## src/rtl/linebuf_pkg.sv

```systemverilog
// linebuf_pkg: shared FSM states and priming depth for the 3-row line buffer sequencer
package linebuf_pkg;
  typedef enum logic [1:0] {IDLE, PRIME, RUN} state_t;
  localparam int PRIME_ROWS = 2;
endpackage

```

## src/rtl/pix_xy_counter.sv

```systemverilog
// pix_xy_counter: raster x/y counter; i_adv accepts a pixel, i_restart makes it (0,0), o_x/o_y/o_last describe that pixel
module pix_xy_counter #(
  parameter int P_ROW_WIDTH  = 256,
  parameter int P_COL_HEIGHT = 256,
  parameter int P_ADDR_WIDTH = 12
) (
  input  logic                    i_clk,
  input  logic                    i_rst_n,
  input  logic                    i_adv,
  input  logic                    i_restart,
  output logic [P_ADDR_WIDTH-1:0] o_x,
  output logic [P_ADDR_WIDTH-1:0] o_y,
  output logic                    o_last
);
  logic [P_ADDR_WIDTH-1:0] r_x, r_y;
  logic                    w_eol;
  always_comb begin
    o_x    = i_restart ? '0 : r_x;
    o_y    = i_restart ? '0 : r_y;
    w_eol  = o_x == P_ADDR_WIDTH'(P_ROW_WIDTH - 1);
    o_last = w_eol && o_y == P_ADDR_WIDTH'(P_COL_HEIGHT - 1);
  end
  always_ff @(posedge i_clk or negedge i_rst_n)
    if (!i_rst_n) begin
      r_x <= '0;
      r_y <= '0;
    end else if (i_adv) begin
      r_x <= w_eol ? '0 : o_x + 1'b1;
      r_y <= o_last ? '0 : o_y + P_ADDR_WIDTH'(w_eol);
    end
endmodule

```

## src/rtl/linebuf_3row_ctrl.sv

```systemverilog
// linebuf_3row_ctrl: pixel stream in (i_pix_*, i_sof), row RAM ports out (a=write, b=read), aligned 3-row column + tags out (o_col_*, o_row_*, o_frame_done, o_busy)
import linebuf_pkg::*;
module linebuf_3row_ctrl #(
  parameter int P_ROW_WIDTH  = 256,
  parameter int P_COL_HEIGHT = 256,
  parameter int P_DATA_WIDTH = 8,
  parameter int P_ADDR_WIDTH = 12
) (
  input  logic                    i_clk,
  input  logic                    i_rst_n,
  input  logic                    i_pix_valid,
  input  logic [P_DATA_WIDTH-1:0] i_pix_data,
  input  logic                    i_sof,
  output logic [P_ADDR_WIDTH-1:0] o_addra1,
  output logic [P_ADDR_WIDTH-1:0] o_addra2,
  output logic                    o_wea1,
  output logic                    o_wea2,
  output logic [P_DATA_WIDTH-1:0] o_dina1,
  output logic [P_DATA_WIDTH-1:0] o_dina2,
  output logic [P_ADDR_WIDTH-1:0] o_addrb1,
  output logic [P_ADDR_WIDTH-1:0] o_addrb2,
  output logic                    o_enb1,
  output logic                    o_enb2,
  input  logic [P_DATA_WIDTH-1:0] i_doutb1,
  input  logic [P_DATA_WIDTH-1:0] i_doutb2,
  output logic                    o_col_valid,
  output logic [P_DATA_WIDTH-1:0] o_row_top,
  output logic [P_DATA_WIDTH-1:0] o_row_mid,
  output logic [P_DATA_WIDTH-1:0] o_row_bot,
  output logic [P_ADDR_WIDTH-1:0] o_col_x,
  output logic [P_ADDR_WIDTH-1:0] o_col_y,
  output logic                    o_frame_done,
  output logic                    o_busy
);
  state_t                  r_state, w_state_nxt;
  logic                    w_acc, w_restart, w_last;
  logic [P_ADDR_WIDTH-1:0] w_x, w_y, r_x, r_y;
  logic [P_DATA_WIDTH-1:0] r_pix;
  logic                    r_v, r_last;
  assign w_acc     = i_rst_n && i_pix_valid && (r_state != IDLE || i_sof);
  assign w_restart = w_acc && i_sof;
  pix_xy_counter #(
    .P_ROW_WIDTH (P_ROW_WIDTH),
    .P_COL_HEIGHT(P_COL_HEIGHT),
    .P_ADDR_WIDTH(P_ADDR_WIDTH)
  ) u_xy (
    .i_clk    (i_clk),
    .i_rst_n  (i_rst_n),
    .i_adv    (w_acc),
    .i_restart(w_restart),
    .o_x      (w_x),
    .o_y      (w_y),
    .o_last   (w_last)
  );
  always_comb begin
    w_state_nxt = r_state;
    if (w_restart)
      w_state_nxt = PRIME;
    else if (w_acc && r_state == PRIME && w_y == P_ADDR_WIDTH'(PRIME_ROWS - 1) &&
             w_x == P_ADDR_WIDTH'(P_ROW_WIDTH - 1))
      w_state_nxt = RUN;
    else if (w_acc && w_last)
      w_state_nxt = IDLE;
    o_enb1       = w_acc;
    o_enb2       = w_acc;
    o_addrb1     = w_acc ? w_x : '0;
    o_addrb2     = w_acc ? w_x : '0;
    o_wea1       = r_v;
    o_wea2       = r_v;
    o_addra1     = r_v ? r_x : '0;
    o_addra2     = r_v ? r_x : '0;
    o_dina1      = r_v ? i_doutb2 : '0;
    o_dina2      = r_v ? r_pix : '0;
    o_col_valid  = r_v && r_y >= P_ADDR_WIDTH'(PRIME_ROWS);
    o_row_top    = r_v ? i_doutb1 : '0;
    o_row_mid    = r_v ? i_doutb2 : '0;
    o_row_bot    = r_v ? r_pix : '0;
    o_col_x      = r_x;
    o_col_y      = r_y;
    o_frame_done = r_v && r_last;
    // a sof accepted straight out of IDLE keeps busy high across back-to-back frames
    o_busy       = r_state != IDLE || w_restart;
  end
  always_ff @(posedge i_clk or negedge i_rst_n)
    if (!i_rst_n) begin
      r_state <= IDLE;
      r_v     <= 1'b0;
      r_x     <= '0;
      r_y     <= '0;
      r_pix   <= '0;
      r_last  <= 1'b0;
    end else begin
      r_state <= w_state_nxt;
      r_v     <= w_acc;
      if (w_acc) begin
        r_x    <= w_x;
        r_y    <= w_y;
        r_pix  <= i_pix_data;
        r_last <= w_last;
      end
    end
endmodule

```

## config.mk

```make
export PLATFORM = sky130hd
export DESIGN_NAME = linebuf_3row_ctrl
export DESIGN_NICKNAME = d
export VERILOG_FILES = /design/src/rtl/linebuf_pkg.sv /design/src/rtl/pix_xy_counter.sv /design/src/rtl/linebuf_3row_ctrl.sv
export SDC_FILE = /design/constraint.sdc
export NUM_CORES = 1
export LEC_CHECK = 0
export BUFFER_PORTS_ARGS = -buffer_cell sky130_fd_sc_hd__buf_2
export CAP_MARGIN = 10
export CELL_PAD_IN_SITES_DETAIL_PLACEMENT = 0
export CELL_PAD_IN_SITES_GLOBAL_PLACEMENT = 1
export CORE_MARGIN = 3
export CORE_UTILIZATION = 35
export DETAILED_ROUTE_END_ITERATION = 12
export HOLD_SLACK_MARGIN = 0.05
export PLACE_DENSITY = 0.9
export SLEW_MARGIN = 30
export SYNTH_ARGS = -nofsm -noshare
export SYNTH_HDL_FRONTEND = slang
export SYNTH_HIERARCHICAL = 1
export SYNTH_SLANG_ARGS = --single-unit
```

## constraint.sdc

```tcl
create_clock -name i_clk -period 2.59 [get_ports i_clk]
set_input_delay 0 -clock i_clk [delete_from_list [all_inputs] [get_ports i_clk]]
set_output_delay 0 -clock i_clk [all_outputs]
set_load 0.01 [all_outputs]
```

==> metrics.cfg <==
[status]
status=completed

[detailed_routing]
ant_nets=0
avgRoutedWirePerCell_um=15.1
post-route-drc-count=0
detail_route.vias_per_cell=5.05
dr.pass1.iters=4
detail_route.iter0.violations=289
via_count_of_the_routed_design=3379
detail_route.wirelength_mm=10.1

[hold_path]
hold_path_start=i_sof
holdCritPathClass=primary input to register

[timing]
period_share_pct=97.5
skew_ns=0.00939
slew_violations=0
setup_viol=0
worst-slew-pin-transition_ns=0.875
worst_hold_slack_ns=0.0920
fmaxAchievable_mhz=396
finalCriticalPeriod_ns=2.53
maxSlewHeadroom_pct=41.7
final-hold-violation-count=0
post-route-worst-setup-slack_ns=0.0637

[floorplan]
initial_core_util_pct=36.9
die_w_um=109
die-height_um=109
pin_count=147
core_area_um2=10000
rows=36
die_area_um2=11800

[worst_setup_path]
critical-path-slowest-cell=sky130_fd_sc_hd__dlygate4sd3_1
worst-endpoint-required_ns=2.81
worst_r2r_startpoint=u_xy/r_x[1]$_DFFE_PN0P_
cp.arrival_ns=2.75
timing.critical_path.slowest_cell_delay_ns=0.54
critPathKind=primary input to register
largest_delay_share_family_worst_path=buffers and inverters
worstPathBufferInverterCount=5
critical_path.startpoint_type=primary input
end_kind=register
critical_path_peak_fanout=22
worst_setup_path_startpoint=i_rst_n
crit_path_cell_trace=dlygate4sd3_1 > buf_2 > nand3_1 > inv_2 > buf_6 > buf_4 > nor2b_1 > ha_2 > and4b_1 > nand4_1 > a221o_1

[yosys]
nets_in_the_synthesized_netlist=449
number_of_instances_in_the_synthesized_netlist=418
synth_enable_flop_cells=0
synth_warnings=6
synth-seq-cells=60
seq_area_frac_synth_pct=40.7
async_reset_ff_share_pct=100
post_synth_num_cell_types=58
netlist_area_um2=3690
postSynthAreaPerCell_um2=8.83
synth_flop_cell=sky130_fd_sc_hd__dfrtp_1

[final_layout]
area_of_all_placed_cells_without_fillers_um2=4600
layout_cell_share_with_drive_strength_beyond_1_pct=35.6
finalNetCount=562
area_growth_pct=24.7
finish.cell_count_without_fillers=669
insertedDiodeCount=0

[place]
placed_cells_incl_taps=642
port_buffers=146
post_placement_setup_slack_ns=0.202
routabilityCongestion=0.859
dp.final_hpwl_mm=7.45
placed_area_um2=4250

[clock_network]
cts_buffer_depth=2
cts_setup_buffers=0
cts_tree=yes
cts_inserted_buffers=9
worst_skew_pair.late_latency_ns=0.34
clk_pin_slew_ns=0.07
clock-sinks=60
cts-root-buf=sky130_fd_sc_hd__clkbuf_8
cts_max_level=3

[power]
power.density_nw_per_um2=541
power.leakage_nw=2.62
ir_drop_mv=0.254

[global_route]
antenna_violations_before_repair=0
grt_ovf=0
grt_pass1_wl_mm=15.6
grt_pass1_vias=3122
grt_start_max_net_pins=62
grt.total_usage_pct=16.5

[job]
timing.max_cap.violations=0

[layout by cell type (no fill, tap or decap), drive strengths merged, types with 2 or more instances in the layout]
master	n
o21ai	9
nand3	7
mux2i	3
a21o	11
xor2	2
clkbuf	12
dlygate4sd3	11
nor4	8
and2	51
nand2b	2
a31o	2
a221o	2
a31oi	7
o311ai	2
nand4	8
buf	156
clkinv	2
or4b	2
ha	3
dfrtp	60
inv	10
nand2	84
nor3	6
o31ai	2
a22o	2
or3	3
o2111ai	2
and4b	3
and4	3
nor2b	21
o2bb2ai	8
nor2	9
nor3b	2
a21oi	5
and3	5
[per-stage QoR]
step / power [mW] / setup TNS [ns] / utilization [%]
after floorplan: 1.43 / 0 / -
after global placement: 1.60 / 0 / 42.5
after CTS: 2.48 / 0 / 45.6
final: 2.49 / 0 / 46.0
after global routing: 2.62 / -0.00557 / 46.0
after detailed placement: 1.61 / 0 / 42.5
[cells by family (layout without fill, tap and decap cells)]
family / count (synthesis) / in the layout / share of synthesized area, %
adders and majority gates: 3 / 3 / 1.02
buffers and inverters: 75 / 193 / 12.6
xor gates and xnor gates: 3 / 3 / 0.712
muxes: 4 / 4 / 1.12
DFF: 60 / 60 / 40.7
AOI/OAI and AO/OA: 56 / 56 / 11.3
and+or+nand+nor: 217 / 217 / 32.5
[tightest hold or removal path, stage by stage]
cell and delay (ns):
sky130_fd_sc_hd__buf_2 0.13, sky130_fd_sc_hd__nand3_1 0.17, sky130_fd_sc_hd__a21oi_1 0.09
[sequential cells by signal (all words and copies together), names as in the netlist]
name and cells:
r_last 1, r_state 2, o_wea1 1, u_xy/r_x 12, u_xy/r_y 12, o_col_x 12, o_col_y 12, r_pix 8
[cell usage after synthesis (4+ instances only)]
cell type | instances | share of area [%]
sky130_fd_sc_hd__nor3_1 | 6 | 0.81
sky130_fd_sc_hd__o2bb2ai_1 | 8 | 1.9
sky130_fd_sc_hd__o21ai_0 | 6 | 0.81
sky130_fd_sc_hd__a21o_1 | 11 | 2.2
sky130_fd_sc_hd__nand4_1 | 6 | 1.0
sky130_fd_sc_hd__nor2_1 | 8 | 0.81
sky130_fd_sc_hd__a31oi_1 | 7 | 1.2
sky130_fd_sc_hd__a21oi_1 | 5 | 0.68
sky130_fd_sc_hd__nor4_1 | 6 | 1.0
sky130_fd_sc_hd__nand3_1 | 7 | 0.95
sky130_fd_sc_hd__inv_1 | 9 | 0.91
sky130_fd_sc_hd__buf_2 | 4 | 0.54
sky130_fd_sc_hd__buf_4 | 43 | 8.7
sky130_fd_sc_hd__clkbuf_1 | 13 | 1.3
sky130_fd_sc_hd__and2_1 | 50 | 8.5
sky130_fd_sc_hd__nand2_1 | 84 | 8.5
sky130_fd_sc_hd__dfrtp_1 | 60 | 41
sky130_fd_sc_hd__nor2b_1 | 20 | 3.4
sky130_fd_sc_hd__and3_1 | 5 | 0.85
[final timing paths]
kind / slack (ns) / end / cells after the start
setup / recovery: 0.06 / u_xy/r_y[11]$_DFFE_PN0P_ / 11
hold / removal: 0.09 / r_state[0]$_DFFE_PN0P_ / 3
hold reg to reg: 0.47 / r_pix[4]$_DFFE_PN0N_ / 2
setup reg to reg: 0.32 / u_xy/r_y[11]$_DFFE_PN0P_ / 9
max in group asynchronous: 1.88 / u_xy/r_x[1]$_DFFE_PN0P_ / 3
min in group asynchronous: 0.32 / o_col_y[9]$_DFFE_PN0N_ / 3
[power breakdown]
group          switching, mW  total [mW]  internal [mW]
Combinational          0.291       0.530          0.239
Clock                  0.359       0.853          0.494
Sequential            0.0837        1.11           1.02
[metal layers]
layer	track usage [%]	wire length (um)	vias up	part of all wire, %
met4	4.87	113	0	1.1
met1	20.8	4440	1650	44
met2	28.5	4980	107	49
met3	3.49	572	13	5.7
met5	0	0	-	0
li1	-	-	1609	-
[final cells by class]
cell class	instances	area (um2)
Clock inverter	4	47.5
Clock buffer	12	155
Tap cell	133	166
Inverter	10	40.0
Fill cell	963	5400
Multi-Input combinational cell	283	1770
Timing Repair Buffer	167	923
Sequential cell	60	1500
[what timing repair did]
item                                    in CTS  in global routing
hold buffers                                11                  0
gates resized for setup                      0                 11
endpoints found under the setup margin       0                 10
hold endpoints to repair                    69                  0
No activity file was read; power rests on OpenSTA's default activity.
